==> src/rtl/parking_pkg.sv <==
// Shared types and constants for the 4-slot parking lot controller.
package parking_pkg;

   localparam int NUM_SLOTS = 4;
   localparam int SLOT_W    = 2;
   localparam int CAP_W     = 3;

   localparam logic [NUM_SLOTS-1:0] FULL_MAP = 4'b0000;

   typedef enum logic [1:0] {
      IDLE       = 2'd0,
      ENTRY_GATE = 2'd1,
      EXIT_GATE  = 2'd2
   } park_state_t;

   // Number of free slots in a free map (bit set = slot free).
   function automatic logic [CAP_W-1:0] free_count(input logic [NUM_SLOTS-1:0] map);
      logic [CAP_W-1:0] n;
      n = '0;
      for (int i = 0; i < NUM_SLOTS; i++) begin
         n = n + CAP_W'(map[i]);
      end
      return n;
   endfunction

endpackage

==> src/rtl/parking_slot_controller_slot_allocator.sv <==
// Combinational slot picker: first free slot scanning upward from i_start, wrapping.
// The caller ties i_start to 0 unless PARKING_RR_ALLOC_EN is defined.
module slot_allocator
   import parking_pkg::*;
(
   input  logic [NUM_SLOTS-1:0] i_free_map,
   input  logic [SLOT_W-1:0]    i_start,
   output logic [SLOT_W-1:0]    o_slot,
   output logic                 o_found
);

   always_comb begin
      logic [SLOT_W-1:0] idx;
      o_slot  = '0;
      o_found = 1'b0;
      idx     = '0;
      // Scan from the farthest offset back to the start so the nearest free slot wins.
      for (int i = NUM_SLOTS - 1; i >= 0; i--) begin
         idx = i_start + SLOT_W'(i);
         if (i_free_map[idx]) begin
            o_slot  = idx;
            o_found = 1'b1;
         end
      end
   end

endmodule

==> src/rtl/parking_slot_controller.sv <==
// Occupancy and gate controller for a 4-slot lot: arbitrates entry/exit, tracks the free map
// and drives gate strobes. Define PARKING_RR_ALLOC_EN for round-robin slot allocation.
module parking_slot_controller
   import parking_pkg::*;
#(
   parameter int GATE_CYCLES = 50_000_000
)
(
   input  logic                 CLK,
   input  logic                 RST,
   input  logic                 entry_req,
   input  logic                 exit_req,
   input  logic [SLOT_W-1:0]    exit_slot,
   output logic                 entry_ack,
   output logic                 entry_nak,
   output logic                 exit_ack,
   output logic                 exit_nak,
   output logic                 gate_in,
   output logic                 gate_out,
   output logic [SLOT_W-1:0]    location,
   output logic [CAP_W-1:0]     capacity,
   output logic [NUM_SLOTS-1:0] E
);

   localparam int               CNT_W    = (GATE_CYCLES > 1) ? $clog2(GATE_CYCLES) : 1;
   localparam logic [CNT_W-1:0] CNT_LOAD = CNT_W'(GATE_CYCLES - 1);

   park_state_t          r_state, w_state_nxt;
   logic [CNT_W-1:0]     r_cnt, w_cnt_nxt;
   logic [NUM_SLOTS-1:0] r_free, w_free_nxt;
   logic [CAP_W-1:0]     r_cap;
   logic [SLOT_W-1:0]    r_loc, w_loc_nxt;
   logic                 r_entry_ack, w_entry_ack_nxt;
   logic                 r_entry_nak, w_entry_nak_nxt;
   logic                 r_exit_ack, w_exit_ack_nxt;
   logic                 r_exit_nak, w_exit_nak_nxt;

   logic [SLOT_W-1:0]    w_alloc_start;
   logic [SLOT_W-1:0]    w_alloc_slot;
   logic                 w_alloc_found;

`ifdef PARKING_RR_ALLOC_EN
   // Holds the slot after the last one allocated, i.e. where the next scan begins.
   logic [SLOT_W-1:0]    r_rr_ptr;

   always_ff @(posedge CLK) begin
      if (RST) begin
         r_rr_ptr <= '0;
      end else if (w_entry_ack_nxt) begin
         r_rr_ptr <= w_alloc_slot + SLOT_W'(1);
      end
   end

   assign w_alloc_start = r_rr_ptr;
`else
   assign w_alloc_start = '0;
`endif

   slot_allocator u_alloc (
      .i_free_map (r_free),
      .i_start    (w_alloc_start),
      .o_slot     (w_alloc_slot),
      .o_found    (w_alloc_found)
   );

   always_ff @(posedge CLK) begin
      if (RST) begin
         r_state     <= IDLE;
         r_cnt       <= '0;
         r_free      <= '1;
         r_cap       <= CAP_W'(NUM_SLOTS);
         r_loc       <= '0;
         r_entry_ack <= 1'b0;
         r_entry_nak <= 1'b0;
         r_exit_ack  <= 1'b0;
         r_exit_nak  <= 1'b0;
      end else begin
         r_state     <= w_state_nxt;
         r_cnt       <= w_cnt_nxt;
         r_free      <= w_free_nxt;
         r_cap       <= free_count(w_free_nxt);
         r_loc       <= w_loc_nxt;
         r_entry_ack <= w_entry_ack_nxt;
         r_entry_nak <= w_entry_nak_nxt;
         r_exit_ack  <= w_exit_ack_nxt;
         r_exit_nak  <= w_exit_nak_nxt;
      end
   end

   always_comb begin
      w_state_nxt     = r_state;
      w_cnt_nxt       = r_cnt;
      w_free_nxt      = r_free;
      w_loc_nxt       = r_loc;
      w_entry_ack_nxt = 1'b0;
      w_entry_nak_nxt = 1'b0;
      w_exit_ack_nxt  = 1'b0;
      w_exit_nak_nxt  = 1'b0;

      unique case (r_state)
         IDLE: begin
            // Exit wins; a refused exit still blocks the entry for this cycle.
            if (exit_req) begin
               if (!r_free[exit_slot]) begin
                  w_free_nxt[exit_slot] = 1'b1;
                  w_exit_ack_nxt        = 1'b1;
                  w_cnt_nxt             = CNT_LOAD;
                  w_state_nxt           = EXIT_GATE;
               end else begin
                  w_exit_nak_nxt = 1'b1;
               end
            end else if (entry_req) begin
               if ((r_free != FULL_MAP) && w_alloc_found) begin
                  w_free_nxt[w_alloc_slot] = 1'b0;
                  w_loc_nxt                = w_alloc_slot;
                  w_entry_ack_nxt          = 1'b1;
                  w_cnt_nxt                = CNT_LOAD;
                  w_state_nxt              = ENTRY_GATE;
               end else begin
                  w_entry_nak_nxt = 1'b1;
               end
            end
         end
         ENTRY_GATE, EXIT_GATE: begin
            if (r_cnt == '0) begin
               w_state_nxt = IDLE;
            end else begin
               w_cnt_nxt = r_cnt - CNT_W'(1);
            end
         end
         default: begin
            w_state_nxt = IDLE;
         end
      endcase
   end

   assign gate_in   = (r_state == ENTRY_GATE);
   assign gate_out  = (r_state == EXIT_GATE);
   assign entry_ack = r_entry_ack;
   assign entry_nak = r_entry_nak;
   assign exit_ack  = r_exit_ack;
   assign exit_nak  = r_exit_nak;
   assign location  = r_loc;
   assign capacity  = r_cap;
   assign E         = r_free;

endmodule
==> config.mk <==
export PLATFORM = sky130hd
export DESIGN_NAME = parking_slot_controller
export DESIGN_NICKNAME = d
export VERILOG_FILES = /design/src/rtl/parking_pkg.sv /design/src/rtl/parking_slot_controller_slot_allocator.sv /design/src/rtl/parking_slot_controller.sv
export SDC_FILE = /design/constraint.sdc
export NUM_CORES = 1
export LEC_CHECK = 0
export ABC_AREA = 1
export CORE_AREA = 2 2 81 83
export DETAILED_ROUTE_END_ITERATION = 7
export DIE_AREA = 0 0 83 85
export DONT_BUFFER_PORTS = 1
export GPL_TIMING_DRIVEN = 0
export PLACE_DENSITY = 0.55
export SYNTH_ARGS = -nofsm -noshare
export SYNTH_HDL_FRONTEND = slang
export SYNTH_SLANG_ARGS = --single-unit
==> constraint.sdc <==
create_clock -name CLK -period 3.05 [get_ports CLK]
set_clock_uncertainty 0.15 [all_clocks]
set_input_delay 0.61 -clock CLK [delete_from_list [all_inputs] [get_ports CLK]]
set_output_delay 0.61 -clock CLK [all_outputs]
set_load 0.01 [all_outputs]
Word level (Yosys, flattened, before mapping)
Cells that the tools add are included.
{ "totals": {"reg_bits": 41, "in_bits": 6} }
{ "classes": {"addsub": 4, "order_cmp": 4, "eq_ne": 7, "muxes": 35, "bitwise_logic": 6, "n_reduce_logical": 13} }
{ "ops": {"columns": ["operator", "count"], "rows": [
  ["two-way mux 26 bit", 5],
  ["one-hot mux 26 bit (2 select lines)", 1],
  ["zero test 26 bit", 1],
  ["subtractor 26 x 1 -> 26 bit, second input constant", 1],
  ["two-way mux 4 bit", 5],
  ["two-way mux 2 bit", 9],
  ["two-way mux 1 bit", 11],
  ["inequality test 3 bit, second input constant", 3],
  ["AND reduction 4 bit", 2],
  ["less-than comparator 2 x 3 -> 1 bit, second input constant", 2],
  ["AND reduction 5 bit", 1],
  ["AND 4 bit", 1],
  ["demux 1 bit (select 2 bit)", 2],
  ["greater-or-equal comparator 2 x 1 -> 1 bit, second input constant", 2],
  ["inequality test 2 bit, second input constant", 2],
  ["inverter 4 bit", 1],
  ["bitwise OR 4 bit", 1],
  ["one-hot mux 2 bit (2 select lines)", 1],
  ["nonzero test 4 bit", 1],
  ["OR reduction 4 bit", 1],
  ["adder 2 x 1 -> 3 bit", 1],
  ["adder 3 x 1 -> 3 bit", 1],
  ["logical AND 1 bit", 3],
  ["inverter 1 bit", 3],
  ["8 further kinds", 8]
]} }

Logic depth before layout (Yosys ltp)
{ "logic_depth": {"ltp_word": 17, "ltp_mapped": 16, "ltp_nobuf": 16} }

Cells and area by module
A second synthesis with hierarchy kept.
{ "hier_totals": {"cells_unflattened": 438, "area_unflattened_um2": 2813.9} }
{ "by_module_without_submodules": {"columns": ["mod", "n_inst", "cells_per_inst", "area_each_um2", "seq_area_each_um2"], "rows": [
  ["parking_slot_controller", 1, 394, 2598.7, 820.8],
  ["slot_allocator", 1, 44, 215.2, 0.0]
]} }

Worst setup path after synthesis
No wires, ideal clock.
{ "synth_timing": {"path_kind": "input-to-reg", "from": "input port exit_req", "to": "register r_cap[2], in the netlist capacity[2]", "setup_time_ns": 0.123, "t_arrival_ns": 2.376, "path_slack_ns": 0.401, "path_stages": 12, "path_buffers": 0, "path_cell_list": "nor2_1 -> inv_1 -> nor2_1 -> nand2_1 -> nor2_1 -> nand2_1 -> nand2_1 -> nand2_1 -> fa_1 -> ha_1 -> ha_1 -> or2_2"} }
{ "synth_via": {"elab_cells_between_ends": 5} }
{ "synth_rtl": {"columns": ["item", "line", "text"], "rows": [
  ["from (decl)", "parking_slot_controller.sv:12", "input logic exit_req,"],
  ["two-way mux 4 bit", "parking_slot_controller.sv:103", "if (exit_req) begin"],
  ["two-way mux 4 bit", "parking_slot_controller.sv:100", "unique case (r_state)"],
  ["via w_free_nxt[3]", "parking_slot_controller.sv:30", "logic [NUM_SLOTS-1:0] r_free, w_free_nxt;"],
  ["adder 3 x 1 -> 3 bit", "parking_pkg.sv:21", "n = n + CAP_W'(map[i]);"],
  ["to (signal assigned)", "parking_slot_controller.sv:71", "r_cap <= CAP_W'(NUM_SLOTS);"],
  ["to (signal assigned)", "parking_slot_controller.sv:81", "r_cap <= free_count(w_free_nxt);"],
  ["to (decl)", "parking_slot_controller.sv:31", "logic [CAP_W-1:0] r_cap;"]
]} }
The timed path passes the listed nets, and every way through them passes these cells.
A chain may end at the register's enable or synchronous reset.

Worst setup path after layout
{ "layout_timing": {"from": "register r_state[0]", "to": "register r_cap[2], in the netlist capacity[2]"} }
{ "layout_via": {"elab_cells_between_ends": 5} }
{ "layout_rtl": {"columns": ["item", "line", "text"], "rows": [
  ["from (decl)", "parking_slot_controller.sv:28", "park_state_t r_state, w_state_nxt;"],
  ["from (signal assigned)", "parking_slot_controller.sv:78", "r_state <= w_state_nxt;"],
  ["zero test 2 bit", "parking_slot_controller.sv:100", null],
  ["two-way mux 4 bit", "parking_slot_controller.sv:100", null],
  ["via w_free_nxt[3]", "parking_slot_controller.sv:30", null],
  ["adder 3 x 1 -> 3 bit", "parking_pkg.sv:21", null]
]} }
The timed path passes the listed nets, and every way through them passes these cells.

==> results.yml <==
outcome:
  outcome: "complete, no violations"
sta:
  finalHoldViolCount: 0
  setup_viol: 0
  report.final.slew_viol_count: 0
  rsz0062_at_grt: "false"
  post-route-period-util_pct: 91.25
  maxClockFrequency_mhz: 359.3
  period_minus_slack_ps: 2783
  setup_tns_ps: 0
  worstMarginPinSlew_ps: 608.4
  slew_headroom_pct: 59.44
  timing.hold.ws_ps: 347.2
layout:
  final_cells: 490
  fill_cells: 665
  drive_gt1_share_pct: 6.780
  regArea_sq_um: 820.8
  utilization_pct: 44.30
  area_growth_pct: 9.740
  diodes: 0
  final_nets: 426
  multi_input_area_sq_um: 1456
  final_common_cell: "nand2_1"
  mostFrequentLayoutCells: "nand2_1, nor2_1, inv_1"
worst_setup_path:
  setup.worst_path.start: "r_state[0]$_SDFFE_PP0P_"
  regToRegSetupSlack_ps: 270
  r2r_end: "capacity[2]$_SDFF_PP1_"
  criticalPathCategory: "flip-flop to flip-flop"
  ff2ff_path_depth: 15
  worstPathRequired_ps: 3090
  cp_max_fo: 4
  endpoint_kind: "flip-flop"
  startpoint_type: "flip-flop"
  timing.rr.start: "r_state[0]$_SDFFE_PP0P_"
  cp.arrival_ps: 2830
min_path:
  min_path_cells: 2
  hp-start: "r_state[1]$_SDFFE_PP0P_"
  hp-class: "flip-flop to flip-flop"
  hold_path_end: "r_state[1]$_SDFFE_PP0P_"
global_route:
  grt_antenna_before_repair: 0
  grt_pass1_wl_um: 11300
  globalRouteOverflowTotal: 0
  grt_max_degree: 15
  grt_usage_pct: 19.76
  grt_pass1_vias: 2376
floorplanning:
  core_area_sq_um: 6205
  die_x_um: 83
  die_y_um: 85
  num_io_pins: 21
  die_area_sq_um: 7055
  start_util_pct: 40.37
  rows: 29
pwr:
  leakagePower_nw: 1.210
  irDropWorstVdd_mv: 0.3968
  power.density_nw_per_um2: 1155
  power.total_w: 0.003176
drt:
  vias_per_cell: 4.971
  dr.first_iter.drc_count: 125
  dr.pass1.iters: 4
  ant_nets: 0
  drc: 0
  wirelength_um: 6483
  drt-wirelength-per-cell_um: 13.23
  routed-via-count: 2436
placement:
  port_buffers: 0
  dp_hpwl_um: 4778
  place_inst: 482
  gp_congestion: 0.8202
yosys:
  synth_flop_cell: "dfxtp_1"
  ys_async_sr_fraction_pct: 0
  postSynthAreaPerCell_sq_um: 6.185
  synth_fp_nets: 419
  synth_warnings: 0
  synth_cell_type_count: 31
  ys_seq_area_share_pct: 32.77
  synth_edf_count: 0
  ys_seq_elements: 41
  netlist_area_sq_um: 2505
  netlist_instances: 405
clock_tree:
  cts.sinks: 41
  cts_buffers: 5
  clkLatencyLatePin_ps: 310
  cts_root_buf: "clkbuf_8"
  htree_levels: 2
  cts_hold_buffers: 0
  cts_buffer_depth: 2
  cts_tree: "yes"
  path_clk_slew_ps: 90
job:
  maxCapViolCount: 0
[power by group]
group	switching (W)	internal, W
Combinational	0.00120	0.000598
Sequential	0.000150	0.000678
Clock	0.000220	0.000330
[routing by layer]
layer	global-route usage (%)	vias to the layer above	wire, um
met3	4.280	7	214
met1	24.41	1091	3044
met5	0	-	0
met2	34.90	32	3134
met4	5.365	0	89
li1	-	1306	-
[layout make-up]
cell class / instances / share of cell area, %
buffer: 11 / 2.367
clock buffer: 5 / 2.503
clock inverter: 3 / 2.503
inverter: 46 / 6.281
multi-input combinational: 307 / 52.98
sequential: 41 / 29.86
tap: 77 / 3.505
[Yosys cell counts, types with 2 or more instances]
master,n,share of area [%]
nand2_1,123,18
nor2_1,60,9.0
inv_1,44,6.6
dfxtp_1,41,33
nand3_1,39,7.8
a21oi_1,34,6.8
nand4_1,11,2.7
ha_1,7,3.5
clkbuf_1,6,0.90
o21ai_0,6,1.2
or2_2,6,1.5
nor3_1,4,0.80
buf_4,2,0.60
buf_6,2,0.90
nand3b_1,2,0.60
nor3b_1,2,0.60
o21ai_1,2,0.40
[worst max-delay path by stage]
| stage | depth (start not counted) | slack (ps) | to |
|---|---|---|---|
| after detailed placement | 15 | 160 | capacity[2]$_SDFF_PP1_ |
| after global placement | 15 | 160 | capacity[2]$_SDFF_PP1_ |
| final | 15 | 270 | capacity[2]$_SDFF_PP1_ |
| after floorplan | 12 | 400 | capacity[2]$_SDFF_PP1_ |
| after global routing | 15 | 10 | capacity[2]$_SDFF_PP1_ |
| after CTS | 15 | 140 | capacity[2]$_SDFF_PP1_ |
[metrics by stage]
step                      instance area [sq um]  setup WS (ps)
final                                      2749          266.7
after CTS                                  2739          136.6
after global placement                     2601          156.1
after detailed placement                   2601          162.2
after global routing                       2749          12.84
after floorplan                            2505          401.1
[kinds of logic (layout without fill, tap and decap cells)]
kind of cell	after synthesis	after routing	synth area share, %
AOI/OAI and AO/OA	45	45	9.691
buffers and inverters	57	65	9.490
DFF	41	41	32.77
xor gates and xnor gates	2	2	0.6994
adders and majority gates	8	8	4.296
and+or+nand+nor	252	252	43.06
[what timing repair did]
item / CTS / global route
resized for setup: 0 / 4
setup endpoints to repair: 0 / 2
buffers inserted: 0 / 0
[sequential cells by signal, summed over array words and instances, names as in the netlist]
register	flops
r_cnt	26
E	4
capacity	3
location	2
r_state	2
entry_ack	1
entry_nak	1
exit_ack	1
exit_nak	1
[worst max-delay path, cell delays in order (launching register included)]
cell and delay (ps):
dfxtp_1 320, inv_1 100, ha_1 170, inv_1 80
nor2_2 110, inv_1 70, nor2_2 120, nand2_2 100
nor2_2 130, nand2_1 60, nand2_1 80, nand2_1 80
fa_1 460, ha_1 210, ha_1 160, or2_2 260
(Power assumes the default switching activity.)
